<file path="config.mk">
export PLATFORM = sky130hd
export DESIGN_NAME = bin_to_bcd_feeder
export DESIGN_NICKNAME = d
export VERILOG_FILES = /design/src/rtl/bcd_pkg.sv /design/src/rtl/bcd_digit_adjust.sv /design/src/rtl/bin_to_bcd_feeder.sv
export SDC_FILE = /design/constraint.sdc
export NUM_CORES = 1
export LEC_CHECK = 0
export CAP_MARGIN = 20
export CELL_PAD_IN_SITES_DETAIL_PLACEMENT = 1
export CELL_PAD_IN_SITES_GLOBAL_PLACEMENT = 2
export CORE_ASPECT_RATIO = 0.6
export CORE_MARGIN = 2
export CORE_UTILIZATION = 39
export CTS_CLUSTER_SIZE = 10
export DETAILED_ROUTE_END_ITERATION = 8
export DONT_BUFFER_PORTS = 1
export PLACE_DENSITY = 0.78
export SYNTH_ARGS = -nofsm -noshare
export SYNTH_HDL_FRONTEND = slang
export SYNTH_SLANG_ARGS = --single-unit
export TNS_END_PERCENT = 20
</file>
<file path="constraint.sdc">
create_clock -name clock -period 2.43 [get_ports clock]
set_input_delay 0.243 -clock clock [delete_from_list [all_inputs] [get_ports clock]]
set_output_delay 0.243 -clock clock [all_outputs]
set_load 0.02 [all_outputs]
</file>
<file path="src/rtl/bcd_pkg.sv">
// Shared definitions for the binary-to-BCD feeder: digit width, error codes,
// converter FSM states and a power-of-ten helper for the scratch range check.
package bcd_pkg;

    localparam int DIGIT_W = 4;

    localparam logic [3:0] ERR_NONE = 4'h0;
    localparam logic [3:0] ERR_BUSY = 4'h1;

    typedef enum logic {
        IDLE,
        SHIFT
    } state_t;

    function automatic longint unsigned pow10(input int n);
        longint unsigned acc;
        acc = 64'd1;
        for (int i = 0; i < n; i++) begin
            acc = acc * 64'd10;
        end
        return acc;
    endfunction

endpackage

</file>
<file path="src/rtl/bcd_digit_adjust.sv">
// Double-dabble correction for one BCD digit: add 3 when the digit is 5 or more,
// so the following left shift carries into the next digit correctly.
module bcd_digit_adjust
    import bcd_pkg::*;
(
    input  logic [DIGIT_W-1:0] digit_in,
    output logic [DIGIT_W-1:0] digit_out
);

    always_comb begin
        digit_out = digit_in;
        if (digit_in >= DIGIT_W'(5)) begin
            digit_out = digit_in + DIGIT_W'(3);
        end
    end

endmodule

</file>
<file path="src/rtl/bin_to_bcd_feeder.sv">
// Sequential double-dabble binary-to-BCD converter, one bit per clock, feeding
// the seven-segment display driver with a held BCD word, overflow flag and error code.
module bin_to_bcd_feeder
    import bcd_pkg::*;
#(
    parameter int BIN_WIDTH = 16,
    parameter int DIGITS    = 4
) (
    input  logic                   clock,
    input  logic                   reset,
    input  logic                   start,
    input  logic [BIN_WIDTH-1:0]   binary,
    output logic                   busy,
    output logic                   done,
    output logic [4*DIGITS-1:0]    bcd,
    output logic                   overflow,
    output logic [3:0]             error
);

    localparam int SCR_DIGITS = DIGITS + 1;
    localparam int SCR_W      = SCR_DIGITS * DIGIT_W;
    localparam int OUT_W      = DIGITS * DIGIT_W;
    localparam int CNT_W      = (BIN_WIDTH > 1) ? $clog2(BIN_WIDTH) : 1;

    localparam longint unsigned SCR_RANGE = pow10(SCR_DIGITS);
    localparam longint unsigned BIN_RANGE = 64'd1 << BIN_WIDTH;

    // The spare top digit must be able to hold any input, or overflow detection lies.
    generate
        if (SCR_RANGE <= BIN_RANGE) begin : g_range_check
            $error("bin_to_bcd_feeder: DIGITS+1 BCD digits cannot hold BIN_WIDTH-bit input");
        end
    endgenerate

    state_t                 state_q, state_d;
    logic [BIN_WIDTH-1:0]   shift_q, shift_d;
    logic [SCR_W-1:0]       scratch_q, scratch_d;
    logic [CNT_W-1:0]       count_q, count_d;
    logic                   busy_q, busy_d;
    logic                   done_q, done_d;
    logic [OUT_W-1:0]       bcd_q, bcd_d;
    logic                   overflow_q, overflow_d;
    logic [3:0]             error_q, error_d;

    logic [SCR_W-1:0]       scratch_adj;
    logic [SCR_W-1:0]       scratch_shifted;

    generate
        for (genvar gi = 0; gi < SCR_DIGITS; gi++) begin : g_adjust
            bcd_digit_adjust u_adjust (
                .digit_in  (scratch_q[gi*DIGIT_W +: DIGIT_W]),
                .digit_out (scratch_adj[gi*DIGIT_W +: DIGIT_W])
            );
        end
    endgenerate

    assign scratch_shifted = {scratch_adj[SCR_W-2:0], shift_q[BIN_WIDTH-1]};

    always_comb begin
        state_d    = state_q;
        shift_d    = shift_q;
        scratch_d  = scratch_q;
        count_d    = count_q;
        busy_d     = busy_q;
        done_d     = 1'b0;
        bcd_d      = bcd_q;
        overflow_d = overflow_q;
        error_d    = error_q;

        case (state_q)
            IDLE: begin
                if (start) begin
                    shift_d   = binary;
                    scratch_d = '0;
                    count_d   = CNT_W'(BIN_WIDTH - 1);
                    busy_d    = 1'b1;
                    error_d   = ERR_NONE;
                    state_d   = SHIFT;
                end
            end
            SHIFT: begin
                // A request arriving mid-conversion is dropped but remembered as an error.
                if (start) begin
                    error_d = ERR_BUSY;
                end
                scratch_d = scratch_shifted;
                shift_d   = shift_q << 1;
                count_d   = count_q - CNT_W'(1);
                if (count_q == '0) begin
                    bcd_d      = scratch_shifted[OUT_W-1:0];
                    overflow_d = |scratch_shifted[SCR_W-1 -: DIGIT_W];
                    done_d     = 1'b1;
                    busy_d     = 1'b0;
                    state_d    = IDLE;
                end
            end
            default: state_d = IDLE;
        endcase
    end

    always_ff @(posedge clock or posedge reset) begin
        if (reset) begin
            state_q    <= IDLE;
            shift_q    <= '0;
            scratch_q  <= '0;
            count_q    <= '0;
            busy_q     <= 1'b0;
            done_q     <= 1'b0;
            bcd_q      <= '0;
            overflow_q <= 1'b0;
            error_q    <= ERR_NONE;
        end else begin
            state_q    <= state_d;
            shift_q    <= shift_d;
            scratch_q  <= scratch_d;
            count_q    <= count_d;
            busy_q     <= busy_d;
            done_q     <= done_d;
            bcd_q      <= bcd_d;
            overflow_q <= overflow_d;
            error_q    <= error_d;
        end
    end

    assign busy     = busy_q;
    assign done     = done_q;
    assign bcd      = bcd_q;
    assign overflow = overflow_q;
    assign error    = error_q;

endmodule

</file>
### Word-level counts from Yosys, hierarchy flattened

Index checks and enable logic that the tools add are counted.

| operators by class | value |
|---|---|
| add/sub/neg operators | 6 |
| $mul | 0 |
| divide/modulo/power cells | 0 |
| magnitude comparators | 5 |
| eq/ne operators | 3 |
| shifts and indexed selects | 0 |
| muxes and demuxes | 22 |
| bitwise operators | 1 |
| reduce and logical (&&, ||, !) cells | 5 |

Operators by type and width:

| cell | count |
|---|---|
| $pmux W20 S2 | 1 |
| $pmux W16 S2 | 1 |
| $mux W4 | 7 |
| $ge A4 B3 Y1 const B | 5 |
| $mux W20 | 1 |
| $add A4 B2 Y4 const B | 4 |
| $mux W16 | 1 |
| $pmux W4 S2 | 2 |
| $mux W1 | 6 |
| $reduce_and A2 Y1 | 3 |
| $logic_not A4 Y1 | 1 |
| $ne A2 B2 Y1 const B | 2 |
| $pmux W1 S2 | 2 |
| $reduce_or A4 Y1 | 1 |
| $sub A4 B1 Y4 const B | 1 |
| $add A3 B2 Y3 const B | 1 |
| $mux W3 | 1 |
| $ne A2 B1 Y1 const B | 1 |
| $not A1 Y1 | 1 |

| storage, ports and cells | value |
|---|---|
| register bits after elaboration | 64 |
| latch bits | 0 |
| memory bits (writable) | 0 |
| ROM bits | 0 |
| bits of input ports | 19 |
| output and inout port bits | 23 |
| logic and storage cells | 51 |
| memories kept | 0 |

### Depth between registers and ports, before layout

Gate-level depths: netlist of run 1.

| logic depth | value |
|---|---|
| word-level depth | 3 |
| gate-level depth with buffers | 8 |
| mapped depth without buffers | 7 |

### Hierarchy

Synthesis of run 1 repeated with hierarchy kept, for this count alone.

| unflattened totals | value |
|---|---|
| cells, all modules | 277 |
| area total of the unflattened synthesis | 2950.3 um^2 |

Modules (own cells, without submodules):

| module | instances | cells each | area each (um^2) | seq. area each (um^2) |
|---|---|---|---|---|
| bin_to_bcd_feeder | 1 | 197 | 2443.6 | 1526.5 |
| bcd_digit_adjust | 5 | 16 | 101.3 | 0.0 |

### Least setup slack after synthesis of run 1

No wires, ideal clock.

| timing path | value |
|---|---|
| path type | register -> register |
| start point | reg count_q[0] |
| end point | reg overflow_q (netlist: overflow) |
| setup time | 0.126 ns |
| arrival | 1.477 ns |
| required time | 2.304 ns |
| path slack | 0.827 ns |
| stages on the path, launching flop included | 9 |
| path buffers | 1 |
| clock period less this slack | 1.603 ns |
| cells stage by stage | dfrtp_1 > inv_1 > ha_1 > nand2_2 > or3_1 > buf_2 > clkinv_4 > nand4_1 > o32a_1 |

| between the ends | value |
|---|---|
| longest elaborated chain between the ends | 2 |

RTL lines:

| item | line | text |
|---|---|---|
| start, declared | bin_to_bcd_feeder.sv:38 | `logic [CNT_W-1:0] count_q, count_d;` |
| start signal, assigned | bin_to_bcd_feeder.sv:116 | `count_q <= count_d;` |
| $logic_not A4 Y1 | bin_to_bcd_feeder.sv:89 | `if (count_q == '0) begin` |
| $reduce_and A2 Y1 (no source line) | - |  |
| end signal, assigned | bin_to_bcd_feeder.sv:120 | `overflow_q <= overflow_d;` |
| end, declared | bin_to_bcd_feeder.sv:42 | `logic overflow_q, overflow_d;` |

Every way passes these cells.
A chain may end at the register's enable or synchronous reset.

### Final worst setup path of run 1

| timing path | value |
|---|---|
| start point | reg scratch_q[8] |
| end point | reg scratch_q[10] |

| between the ends | value |
|---|---|
| longest elaborated chain between the ends | 3 |
| elaborated cells on any way between the ends | 4 |
| those cells by class | add/sub (1); order compare (1); mux (2) |

RTL lines:

| item | line | text |
|---|---|---|
| start, declared | bin_to_bcd_feeder.sv:37 | `logic [SCR_W-1:0] scratch_q, scratch_d;` |
| start signal, assigned | bin_to_bcd_feeder.sv:115 | `scratch_q <= scratch_d;` |
| $add A4 B2 Y4 or $ge A4 B3 Y1 (tied branches) | bcd_digit_adjust.sv:13, bcd_digit_adjust.sv:12 |  |
| $mux W4 * | bcd_digit_adjust.sv:12 | `if (digit_in >= DIGIT_W'(5)) begin` |
| $pmux W20 S2 * | bin_to_bcd_feeder.sv:70 | `case (state_q)` |

Every way passes the cells marked *; elsewhere a longest branch is shown, timed or not.

==> results of run 1 <==
[state kept, by name, indices dropped and copies added, names as in the netlist]
signal and count:
scratch_q 20, bcd 16, shift_q 16, count_q 4, busy 1, done 1
error 1, overflow 1, state_q 1
[where the power goes]
part / internal [µW] / total (µW) / switching (µW)
Sequential: 1440 / 1960 / 513
Clock: 871 / 1320 / 446
Combinational: 680 / 1530 / 845
Total: 2990 / 4800 / 1800
[timing repair]
item                       CTS  global route
hold buffers                 2             0
hold endpoints to repair    46             0
setup endpoints to repair    0             0
[cells by family (layout without fill, tap and decap cells)]
logic type / after synthesis / count (layout) / share of synthesized area (%)
simple gates: 80 / 80 / 12.6
flops: 61 / 61 / 52.9
compound gates: 75 / 75 / 14.5
buf+inv: 36 / 38 / 5.68
xor+xnor: 5 / 5 / 1.52
mux: 22 / 22 / 7.85
other cells: 1 / 3 / 0.130
fa+ha+maj: 11 / 11 / 4.77
[path summary, 6_finish.rpt]
kind / start / endpoint / slack, ps
max: scratch_q[8]$_DFFE_PP0P_ / scratch_q[10]$_DFFE_PP0P_ / 700
min: start / scratch_q[6]$_DFFE_PP0P_ / 30
max reg2reg: scratch_q[8]$_DFFE_PP0P_ / scratch_q[10]$_DFFE_PP0P_ / 700
min reg2reg: shift_q[6]$_DFFE_PP0P_ / shift_q[7]$_DFFE_PP0P_ / 480
max in group asynchronous: reset / scratch_q[1]$_DFFE_PP0P_ / 1340
min in group asynchronous: reset / bcd[12]$_DFFE_PP0P_ / 470
[layout by cell type (no fill, tap or decap), drive strengths merged, types with 2 or more instances in the layout]
master and count:
clkbuf 12, dlygate4sd3 2, o22ai 16, nand2b 5, conb 3, nor2 5, mux2 5, nor3 3
ha 11, nor3b 8, dfrtp 61, buf 4, inv 15, nand2 54, o21ai 34, a21o 2
xnor2 5, clkinv 4, or3 2, o31ai 2, a21oi 18, mux2i 17
[through the flow]
stage / cell area [µm²] / power, µW / worst slack, ps / utilization (%) / hold slack (ps)
3_5_place_dp: 2950 / 3510 / 734 / 40.9 / 275
5_1_grt: 3280 / 5190 / 594 / 45.5 / 25.0
4_1_cts: 3280 / 4870 / 716 / 45.5 / 7.48
3_3_place_gp: 2950 / 3410 / 798 / 40.9 / 283
2_1_floorplan: 2890 / 3110 / 674 / - / 399
6_report: 3280 / 4800 / 703 / 45.5 / 29.9
[layer usage]
metal | vias to the layer above | wire (µm) | global-route usage, % | share of wire, %
met1 | 1011 | 3230 | 24.2 | 51
met5 | - | 0 | 0 | 0
li1 | 988 | - | - | -
met4 | 0 | 106 | 6.83 | 1.7
met2 | 37 | 2690 | 25.4 | 43
met3 | 9 | 291 | 7.03 | 4.6
[worst max-delay path: stages, from the launching register on]
cell	delay, ps
dfrtp_1	410
inv_1	100
ha_1	240
nand2b_1	100
a21oi_1	260
mux2_2	380
o22ai_1	140
[layout make-up]
class,count,share of cell area [%]
multi-input combinational,196,36.6
clock buffer,12,8.12
tap,91,3.47
inverter,16,1.98
sequential,61,46.5
clock inverter,4,1.37
timing repair buffer,6,1.91
==> reports/results.ini, run 1 <==
[worst_setup_path]
end_kind=flop
critical_path_class=flop to flop
r2r.worst_path.cells=6
crit_path_start_kind=flop
cp_max_fo=4
cp.required_ps=2670
cp_data_arrival_time_ps=1970

[cells_and_area]
multi_input_area_um2=1200
antennaDiodeCount=0
finalNonFillerCells=386
fill_cells=796
drive_gt1_share_pct=10.5
fin_nets=320
register_area_um2=1530
area_growth_syn_to_layout_pct=13.8

[global_routing]
antenna_found_initial=0
grt_use_total_pct=17.7
grt-ovfl-total=0
grt_max_degree=38
grt_pass1_vias=2126
grt_pass1_wl_mm=10.7

[floorplan]
rows=24
die_h_um=70.6
num_io_pins=42
initial_core_util_pct=40.0
fp.coreArea_um2=7210
dieArea_um2=8120
die_w_um=115

[yosys]
synth_edf_count=0
synth.distinct_cells=31
synth.most_common_cell=dfrtp_1
synth_top_cell_by_area=dfrtp_1
syn_inst=291
netlist.area_leader.share_pct=52.9
syn_area_per_cell_um2=9.91
synth.area.top_cells=dfrtp_1 (53%), nand2_1 (6.9%), mux2i_1 (5.9%), o21ai_0 (5.9%), ha_1 (4.8%)
ys.flop_type=dfrtp_1
ys_seq_elements=61
ys_warn_count=0
async_reset_ff_share_pct=100
synth_area_um2=2880
yosysSeqAreaShare_pct=52.9
synth_common_cells=dfrtp_1 (61), nand2_1 (53), o21ai_0 (34)

[clock_network]
clockBufferDepth=2
htree_levels=3
clk_pin_slew_ps=50
cts_root_buf=clkbuf_16
cts_sinks=61
postCtsSetupRepairBufs=0
cts_buffers=9
cts_resized=0
clock_latency_ps=330
cts_tree=built

[outcome]
status=completed

[min_path]
hold_path.class=input port to flop
worstHoldPathCells=1

[timing]
min_period_ps=1730
tns_ps=0
clock_skew_ps=4.91
slew_headroom_pct=51.0
hold_viol=0
slew_viol_final=0
rsz0062_at_grt=false
final-setup-viol-count=0
fmax_ghz=0.579
period_share_pct=71.1
tightest_slew_ps=733

[placement]
dp_cells=368
hpwl_mm=4.22
gp_congestion=0.777
port_buffers=0

[detailed_routing]
wl_mm=6.32
route.detailed.drc=0
drtIter0Drc=62
post_drt_wl_per_cell_um=16.4
num_vias=2045
first_pass_iters=4
avgViaCountPerCell=5.30
ant_nets=0

[pwr]
powerDensity_nw_per_um2=1460
irDropWorstVdd_mv=0.526
power.leakage_uw=0.00150

[flow_run]
maxCapViolations=0

No activity file was read; power rests on OpenSTA's default activity.
==> run 2: changes to the inputs <==
==> constraint.sdc (replaced) <==
create_clock -name clock -period 1.7 [get_ports clock]
set_input_delay 0.17 -clock clock [delete_from_list [all_inputs] [get_ports clock]]
set_output_delay 0.17 -clock clock [all_outputs]
set_load 0.02 [all_outputs]
==> reports/results.ini, run 2 (synthesis results as in run 1) <==
[outcome]
status=completed

[floorplan]
rows=24  ; unchanged
fp.coreArea_um2=7210  ; unchanged
initial_core_util_pct=40.0  ; unchanged
dieArea_um2=8120  ; unchanged
die_w_um=115  ; unchanged
num_io_pins=42  ; unchanged
die_h_um=70.6  ; unchanged

[global_routing]
grt_max_degree=62  ; +63%
grt-ovfl-total=0  ; unchanged
grt_pass1_wl_mm=10.3  ; -4.1%
grt_use_total_pct=16.8  ; -0.91 points
antenna_found_initial=0  ; unchanged
grt_pass1_vias=2067  ; -2.8%

[timing]
slew_viol_final=0  ; unchanged
slew_headroom_pct=44.1  ; -6.9 points
period_share_pct=95.6  ; +25 points
tightest_slew_ps=836  ; +104 ps
hold_viol=0  ; unchanged
min_period_ps=1630  ; -101 ps
clock_skew_ps=4.55  ; -0.363 ps
setup_slack_ps=74.0  ; -629 ps
fmax_ghz=0.615  ; +6.2%
final-setup-viol-count=0  ; unchanged

[flow_run]
maxCapViolations=0  ; unchanged

[cells_and_area]
final_common_cell=dfrtp_1
post-route-cell-area_um2=3310  ; +0.76%
mostFrequentLayoutCells=dfrtp_1 (61), nand2_1 (53), o21ai_0 (33)
drive_gt1_share_pct=13.4  ; +2.9 points
regMostFlops=scratch_q
fill_cells=805  ; +1.1%
antennaDiodeCount=0  ; unchanged
register_area_um2=1530  ; unchanged
fin_nets=324  ; +1.3%
area_growth_syn_to_layout_pct=14.6
multi_input_area_um2=1230  ; +2.7%
largest_reg_flops=20  ; unchanged

[clock_network]
cts_sinks=61  ; unchanged
cts_root_buf=clkbuf_16
cts_buffers=9  ; unchanged
clockBufferDepth=2  ; unchanged
cts_tree=built
clock_latency_ps=330  ; about the same
postCtsSetupRepairBufs=0  ; unchanged
clk_pin_slew_ps=50  ; about the same
htree_levels=3  ; unchanged

[min_path]
hold_path.class=input port to flop

[detailed_routing]
post_drt_wl_per_cell_um=15.6  ; -4.6%
first_pass_iters=4  ; unchanged
route.detailed.drc=0  ; unchanged
ant_nets=0  ; unchanged
wl_mm=6.09  ; -3.7%
num_vias=2010  ; -1.7%
drtIter0Drc=83  ; +34%
avgViaCountPerCell=5.15  ; -2.7%

[worst_setup_path]
end_kind=flop
cp.required_ps=1910  ; -760 ps
crit_path_start_kind=flop
critical_path_class=flop to flop
cp_max_fo=4  ; unchanged
cp_data_arrival_time_ps=1830  ; -140 ps

[placement]
placed_area_um2=2990  ; +1.4%
hpwl_mm=3.98  ; -5.7%
gp_congestion=0.793  ; +2.0%
place_ws_ps=39.7  ; -694 ps
port_buffers=0  ; unchanged

[pwr]
irDropWorstVdd_mv=0.754  ; +43%
fin_total_pwr_uw=6720  ; +40%
powerDensity_nw_per_um2=2030  ; +39%
power.leakage_uw=0.00149  ; -0.41%

run 2: per-layer routing:
layer,global-route usage (%),up-vias,part of all wire [%]
li1,-,999,-
met1,22.7,968,51
met2,23.3,34,43
met3,7.63,9,5.0
met4,6.83,0,1.5
met5,0,-,0
run 2: timing repair:
action / 4_1_cts / 5_1_grt
hold buffers: 2 / 0
hold endpoints to repair: 80 / 0
setup endpoints to repair: 1 / 23
cloned: 0 / 0
resized for setup: 2 / 11
pin swaps: 0 / 2
run 2: worst paths after layout:
| path | cells past startpoint | startpoint | end | slack, ps |
|---|---|---|---|---|
| worst max-delay path | 7 | count_q[0]$_DFFE_PP0P_ | overflow$_DFFE_PP0P_ | 70 |
| worst max register to register | 7 | count_q[0]$_DFFE_PP0P_ | overflow$_DFFE_PP0P_ | 70 |
| max in group asynchronous | 3 | reset | shift_q[12]$_DFFE_PP0P_ | 1070 |
| worst min register to register | 2 | shift_q[5]$_DFFE_PP0P_ | shift_q[6]$_DFFE_PP0P_ | 480 |
| min in group asynchronous | 3 | reset | bcd[14]$_DFFE_PP0P_ | 350 |
| worst min-delay path | 2 | start | count_q[1]$_DFFE_PP0P_ | 20 |
run 2: critical path: stages (launching register included):
cell,delay [ps]
dfrtp_1,390
inv_1,70
ha_1,190
nand2_2,70
or3_4,360
clkinv_4,70
nand4_1,70
o32a_1,290
run 2: where the power goes:
group | internal [µW] | switching [µW]
Sequential | 2060 | 708
Combinational | 1090 | 1270
Clock | 981 | 602
Total | 4130 | 2580
run 2: metrics by stage:
stage | utilization, % | hold slack, ps | std cells | TNS [ps]
final | 45.9 | 17.7 | 390 | 0
after global routing | 45.9 | 19.7 | 390 | -14.6
after CTS | 45.4 | 0.867 | 390 | 0
after detailed placement | 41.5 | 152 | 372 | 0
after global placement | 41.5 | 151 | 372 | 0
after floorplan | - | 326 | 293 | 0
run 2: layout make-up:
| cell class | count | area share (%) |
|---|---|---|
| flip-flops and latches | 61 | 46.2 |
| multi-input cells | 196 | 37.3 |
| clock buffers | 14 | 7.38 |
| well taps | 91 | 3.44 |
| repair buffers | 10 | 3.41 |
| inverters | 16 | 1.97 |
| clock inverters | 2 | 0.303 |
